--- src/rtl/egd_stream_ctrl.sv ---
// Host-side sequencer: buffers 16-bit words, serializes them MSB-first to the Exp-Golomb decoder.
// Optional consumed-bit counter enabled by defining EGD_BITCNT_EN.
module egd_stream_ctrl #(
    parameter int FIFO_DEPTH = 4,
    parameter int WORD_W     = 16,
    parameter int SYM_W      = 8
) (
    input  logic                        wb_clk_i,
    input  logic                        wb_rst_i,
    input  logic [WORD_W-1:0]           host_wdata,
    input  logic [1:0]                  host_cmd,
    input  logic                        host_stb,
    input  logic                        ctrl_en,
    output logic                        dec_bit,
    output logic                        dec_bit_vld,
    input  logic                        dec_bit_rdy,
    output logic                        dec_clr,
    input  logic [SYM_W-1:0]            dec_sym,
    input  logic                        dec_sym_vld,
    output logic [SYM_W-1:0]            sym_out,
    output logic [$clog2(FIFO_DEPTH):0] fifo_level,
    output logic [3:0]                  status,
    output logic [15:0]                 bit_count
);

    localparam int AW = $clog2(FIFO_DEPTH);
    localparam int LW = AW + 1;
    localparam int BW = $clog2(WORD_W);
    localparam logic [LW-1:0] DEPTH_L = LW'(FIFO_DEPTH);
    localparam logic [BW-1:0] LAST_B  = BW'(WORD_W - 1);

    typedef enum logic {IDLE, SHIFT} state_t;

    state_t            r_state;
    logic [WORD_W-1:0] r_mem [FIFO_DEPTH];
    logic [AW-1:0]     r_rd;
    logic [AW-1:0]     r_wr;
    logic [LW-1:0]     r_level;
    logic [WORD_W-1:0] r_shift;
    logic [BW-1:0]     r_bitcnt;
    logic              r_stb_q;
    logic              r_clr;
    logic [SYM_W-1:0]  r_sym;
    logic              r_sym_new;
    logic              r_ovf;

    logic w_go, w_push, w_flush, w_ack;
    logic w_full, w_empty, w_accept, w_last, w_pop, w_wr;

    assign w_go     = host_stb & ~r_stb_q;
    assign w_push   = w_go & (host_cmd == 2'b01);
    assign w_flush  = w_go & (host_cmd == 2'b10);
    assign w_ack    = w_go & (host_cmd == 2'b11);
    assign w_full   = (r_level == DEPTH_L);
    assign w_empty  = (r_level == '0);
    assign w_accept = dec_bit_vld & dec_bit_rdy;
    assign w_last   = (r_state == SHIFT) & w_accept & (r_bitcnt == LAST_B);
    // A pop is only taken when idle or exactly as the last bit of a word leaves.
    assign w_pop    = ~w_empty & ctrl_en & ~w_flush
                    & ((r_state == IDLE) | w_last);
    assign w_wr     = w_push & ~w_full;

    assign dec_bit     = r_shift[WORD_W-1];
    assign dec_bit_vld = (r_state == SHIFT) & ctrl_en;
    assign dec_clr     = r_clr;
    assign sym_out     = r_sym;
    assign fifo_level  = r_level;
    assign status      = {r_ovf, r_sym_new,
                          (r_state == SHIFT) | ~w_empty, w_full};

    always_ff @(posedge wb_clk_i) begin
        if (w_wr) r_mem[r_wr] <= host_wdata;
    end

    always_ff @(posedge wb_clk_i) begin
        if (wb_rst_i) begin
            r_state   <= IDLE;
            r_rd      <= '0;
            r_wr      <= '0;
            r_level   <= '0;
            r_shift   <= '0;
            r_bitcnt  <= '0;
            r_stb_q   <= 1'b0;
            r_clr     <= 1'b0;
            r_sym     <= '0;
            r_sym_new <= 1'b0;
            r_ovf     <= 1'b0;
        end else begin
            r_stb_q <= host_stb;
            r_clr   <= w_flush;
            if (w_flush) begin
                r_state  <= IDLE;
                r_rd     <= '0;
                r_wr     <= '0;
                r_level  <= '0;
                r_shift  <= '0;
                r_bitcnt <= '0;
            end else begin
                if (w_wr)  r_wr <= r_wr + AW'(1);
                if (w_pop) r_rd <= r_rd + AW'(1);
                r_level <= r_level + LW'(w_wr) - LW'(w_pop);
                case (r_state)
                    IDLE: begin
                        if (w_pop) begin
                            r_shift  <= r_mem[r_rd];
                            r_bitcnt <= '0;
                            r_state  <= SHIFT;
                        end
                    end
                    SHIFT: begin
                        if (w_pop) begin
                            r_shift  <= r_mem[r_rd];
                            r_bitcnt <= '0;
                        end else if (w_accept) begin
                            r_shift  <= r_shift << 1;
                            r_bitcnt <= r_bitcnt + BW'(1);
                            if (w_last) r_state <= IDLE;
                        end
                    end
                    default: r_state <= IDLE;
                endcase
            end
            // Symbol is always overwritten; ovf flags a lost unacknowledged one.
            if (dec_sym_vld) begin
                r_sym     <= dec_sym;
                r_sym_new <= 1'b1;
                if (w_ack)          r_ovf <= 1'b0;
                else if (r_sym_new) r_ovf <= 1'b1;
            end else if (w_ack) begin
                r_sym_new <= 1'b0;
                r_ovf     <= 1'b0;
            end
            if (w_push && w_full) r_ovf <= 1'b1;
        end
    end

`ifdef EGD_BITCNT_EN
    logic [15:0] r_bit_count;
    always_ff @(posedge wb_clk_i) begin
        if (wb_rst_i || w_flush) r_bit_count <= '0;
        else if (w_accept)       r_bit_count <= r_bit_count + 16'd1;
    end
    assign bit_count = r_bit_count;
`else
    assign bit_count = 16'h0000;
`endif

endmodule

--- config.mk ---
export PLATFORM = sky130hd
export DESIGN_NAME = egd_stream_ctrl
export DESIGN_NICKNAME = d
export VERILOG_FILES = /design/src/rtl/egd_stream_ctrl.sv
export SDC_FILE = /design/constraint.sdc
export NUM_CORES = 1
export LEC_CHECK = 0
export CAP_MARGIN = 20
export CORE_ASPECT_RATIO = 0.75
export CORE_MARGIN = 10
export CORE_UTILIZATION = 23
export CTS_CLUSTER_DIAMETER = 60
export CTS_CLUSTER_SIZE = 24
export DETAILED_ROUTE_END_ITERATION = 8
export PLACE_DENSITY = 0.46
export SLEW_MARGIN = 25
export SYNTH_ARGS = -nofsm -noshare
export SYNTH_HDL_FRONTEND = slang
export SYNTH_SLANG_ARGS = --single-unit
--- constraint.sdc ---
create_clock -name wb_clk_i -period 2.7 [get_ports wb_clk_i]
set_clock_uncertainty 0.15 [all_clocks]
set_input_delay 0.54 -clock wb_clk_i [delete_from_list [all_inputs] [get_ports wb_clk_i]]
set_output_delay 0.54 -clock wb_clk_i [all_outputs]
set_load 0.01 [all_outputs]
After elaboration in Yosys (flattened, before gate mapping)
Memories as Yosys holds them, arrays and structs flattened. A register that Yosys moved wholly into a read port is not among the register bits.
Cells that the tools add are included.
- register bits: 40
- RAM bits: 64
- input port bits: 32
- output and inout port bits: 34
- logic and storage cells: 74
- memories kept: 1
- $add $sub $neg: 5
- equal/unequal tests: 7
- mux-type cells: 23
- bitwise logic cells: 19
- reductions and logical operators: 8
- memory list (name ; words ; bits a word ; read ports ; clocked after Yosys merged registers in ; write ports ; line ; RTL):
    r_mem ; 4 ; 16 ; 1 ; 1 ; 1 ; 35 ; logic [WORD_W-1:0] r_mem [FIFO_DEPTH];
- operators by type and width (kind ; count):
    16-bit two-way mux ; 3
    16-bit case mux with 2 select lines ; 1
    1-bit AND ; 12
    1-bit two-way mux ; 12
    4-bit two-way mux ; 3
    4-bit case mux with 2 select lines ; 1
    3-bit nonzero test ; 2
    1-bit NOT ; 5
    2-bit by 1-bit adder with 2-bit output, second input constant ; 2
    4-bit by 1-bit adder with 4-bit output, second input constant ; 1
    2-bit equality test, second input constant ; 2
    4-bit equality test, second input constant ; 1
    2-bit two-way mux ; 2
    2-bit AND reduction ; 2
    3-bit by 1-bit adder with 3-bit output ; 1
    3-bit equality test, second input constant ; 1
    3-bit logical NOT ; 1
    3-bit by 1-bit inequality test with 1-bit output, second input constant ; 1
    3-bit by 1-bit subtractor with 3-bit output ; 1
    2-bit by 1-bit equality test with 1-bit output, second input constant ; 1
    2-bit inequality test, second input constant ; 1
    1-bit bitwise OR ; 2
    1-bit case mux with 2 select lines ; 1
    2-bit nonzero test ; 1
    other kinds (2) ; 2

Logic depth before layout (Yosys ltp)
- depth after elaboration: 8
- gate-level depth with buffers: 11
- depth with buffers taken out: 11

Worst setup path after synthesis
OpenSTA, ideal clock, no wires.
- kind: input to register
- from: in host_cmd[0]
- to: reg r_level[2] (netlist: fifo_level[2])
- setup time: 121 ps
- data arrival time: 2312 ps
- required time: 2429 ps
- slack: 117 ps
- stages: 11
- buffers on the path: 0
- path through: and3b_1 nor3b_2 inv_1 ha_1 inv_1 ha_1 inv_1 fa_1 xor2_1 xnor2_1 nor2_1
- longest elaborated chain between the ends: 6
- elaborated cells on any way between the ends: 11
- those cells by class: add/sub (2); eq/ne (2); bitwise (6); reduce/logical (1)
- ends and longest elaborated chain (element ; line ; RTL):
    from (decl) ; 11 ; input logic [1:0] host_cmd,
    branches (longest 6 deep; another with 3-bit by 1-bit adder with 3-bit output) ; - ;
    to (signal assigned) ; 101 ; r_level <= r_level + LW'(w_wr) - LW'(w_pop);
    to (decl) ; 38 ; logic [LW-1:0] r_level;
Several ways; the timed one is not identified.
A chain may end at the register's enable or synchronous reset.

Final worst setup path
- from: in ctrl_en
- to: out dec_bit_vld
- longest elaborated chain between the ends: 1
- ends and longest elaborated chain (element ; line ; RTL):
    from (decl) ; 13 ; input logic ctrl_en,
    1-bit AND ; 64 ; assign dec_bit_vld = (r_state == SHIFT) & ctrl_en;
    to (decl) ; 15 ; output logic dec_bit_vld,
No other way between the ends.

==> metrics.cfg <==
[outcome]
outcome=complete, no violations

[power]
p_total_mw=4.04
internal-power_mw=2.95
share_comb_of_total_power_pct=20.7
clkPwrFrac_pct=31.8
leakagePower_nw=1.91
p_sw_mw=1.09
power_density_nw_per_um2=736
power_frac_seq_pct=47.5
swShare_pct=27.1
peakVddDrop_uv=332

[setup_path]
cpMostUsedCell=clkdlybuf4s50_1
reg2reg_slack_ns=0.27
cp_top_family=buffers and inverters
start_kind=input pin
r2r_cells=11
slowest_stage=clkdlybuf4s50_1
path_class=in -> out
crit_path_end_kind=primary output
slowest_delay_ns=0.53
r2r-end=fifo_level[2]
path_buf_inv=3
critPathMaxFanout=4
crit_chain=clkdlybuf4s50_1 > buf_4 > and2_1 > clkdlybuf4s50_1
required_ns=2.01
r2r_start=r_bitcnt[0]
arrival_ns=1.87

[grt]
grtUsageMet2_pct=10.4
grt.overflow.total=0
antenna_found_initial=0
grt_max_degree=22
grt_pass1_vias=2393
grtUsageTotal_pct=7.15
busiest_layer=met2
grt_util_met1_pct=9.57
grt_pass1_wl_um=13500
use_met3_pct=2.31

[final_layout]
antenna_cells=0
area_growth_pct=28.0
fin_area_um2=5490
fin_nets=383
fin_cells=595
drive_above_1_share_pct=18.4
final_core_util_pct=29.8

[timing]
period_share_pct=94.7
tightest_slew_ns=0.754
fin_setup_tns_ns=0
hold_viol=0
rsz0062_at_grt=no
fmax_mhz=391
relSlewSlack_pct=49.7
setup_viol=0
drv_slew=0
layout_setup_ws_ns=0.143
hold_slack_ns=0.333
min_period_ns=2.56

[die]
die-area_um2=24600
rows=43
die-width_um=178
core_um2=18400
start_util_pct=23.3
io_pins=66
die_h_um=138

[clocking]
cts.htree.levels=3
root_buffer=clkbuf_16
clkSlewWorstSetupHoldPaths_ns=0.07
clk-insertion-delay-late_ns=0.35
cts_made_buffers=9
cts_tree=built
hold_buffers=0
numClockSinks=106
cts.path.max_buffers=2

[placed_design]
placed_cell_area_um2=5130
pre_cts_ws_ns=-0.385
dp_hpwl_um=6050
routabilityCongestion=0.749
dp_cells=578
io_buffers=49

[yosys]
ys_async_sr_fraction_pct=0
yosysMostFrequentCell=edfxtp_1
synth-edff-count=64
ys.flop_type=edfxtp_1
syn_area_per_cell_um2=15.6
synthTopCellsByArea=edfxtp_1, dfxtp_1, mux4_2
synthDistinctLibCells=48
synthTopCellsByCount=edfxtp_1, dfxtp_1, buf_4, nor2_1
ys_seq_area_share_pct=64.4
synthCells=274
ys_warn_count=0
netlist_area_um2=4290
yosysTopAreaCellShare_pct=44.8
synth_area_leader_cell=edfxtp_1
ys_seq_elements=106

[detailed_routing]
wl_um=8770
post_drt_wl_per_cell_um=14.7
viasPerCell=3.97
ant_nets=0
routed-via-count=2362
drt-initial-drc-count=86
drc=0
drtPass1Iterations=4

[worst_hold_path]
hold_depth=1
hold_class=reg -> reg
hold_start=r_shift[0]
min_to=r_shift[0]

[flow_run]
drv_cap=0

layout make-up:
type / instances / area, µm²
multi-input combinational: 147 / 1380
timing repair buffer: 71 / 711
sequential: 106 / 2760
clock buffer: 9 / 225
tap: 247 / 309
fill: 1858 / 12900
clock inverter: 7 / 73.8
inverter: 8 / 30.0
worst register-to-register path: stages, from the launching register on:
cell,delay (ns)
dfxtp_1,0.36
ha_1,0.21
nand4_1,0.19
a211oi_4,0.26
ha_1,0.26
inv_1,0.06
ha_1,0.12
inv_1,0.05
fa_2,0.35
xor2_2,0.15
xnor2_1,0.13
nor2_1,0.05
routing by layer:
layer,up-vias,wire length [µm]
li1,1145,-
met1,1155,4210
met2,54,3920
met3,8,506
met4,0,138
met5,-,0
registers in the layout, summed over array words and instances, names as in the netlist, 2 cells and up, named ones only:
signal      cells
r_rd            2
r_bitcnt        4
r_shift        16
r_mem          64
sym_out         8
r_wr            2
fifo_level      3
repair_timing:
action / 4_1_cts / 5_1_grt
setup buffers: 0 / 1
endpoints found under the setup margin: 1 / 1
gates resized for setup: 1 / 8
pin swaps: 0 / 2
logic make-up (layout without fill, tap and decap cells):
group	Yosys count	count (layout)	share of synthesized area [%]
AO/OA/AOI/OAI	32	32	6.83
other	1	16	0.0875
AND/OR/NAND/NOR	60	60	8.35
adder cells (fa/ha/maj)	8	8	2.51
XOR/XNOR	5	5	1.02
buffers and inverters	36	95	5.75
flip-flops	106	106	64.4
multiplexers	26	26	11.0
layout by cell type (no fill, tap or decap), types with 2 or more instances in the layout:
cell type	n
a21oi_1	4
a221o_1	16
and2_1	5
and3_1	2
buf_12	4
buf_4	18
clkbuf_16	9
clkdlybuf4s50_1	47
clkinv_4	2
conb_1	16
dfxtp_1	42
dlymetal6s2s_1	2
edfxtp_1	64
ha_1	7
inv_1	8
inv_6	2
inv_8	2
mux2i_1	9
mux4_1	3
mux4_2	13
nand3_1	2
nor2_1	20
nor2b_1	16
o21ai_0	3
o31a_1	2
or3_1	2
xnor2_1	3
worst max path at each step:
stage                start       endpoint  cells after the start
2_1_floorplan  host_cmd[0]  fifo_level[2]                     11
3_3_place_gp      host_stb  fifo_level[2]                     12
3_5_place_dp      host_stb  fifo_level[2]                     12
4_1_cts           host_stb  fifo_level[2]                     12
5_1_grt        dec_bit_rdy  fifo_level[2]                     11
6_report           ctrl_en    dec_bit_vld                      4
power groups by stage:
stage / Sequential (mW) / Combinational (mW) / Clock (mW)
4_1_cts: 1.92 / 0.822 / 1.35
3_5_place_dp: 1.95 / 0.816 / 0
5_1_grt: 1.93 / 0.930 / 1.41
6_report: 1.92 / 0.837 / 1.29
2_1_floorplan: 1.95 / 0.551 / 0
3_3_place_gp: 1.95 / 0.813 / 0
Power figures use the tool's default switching activity.
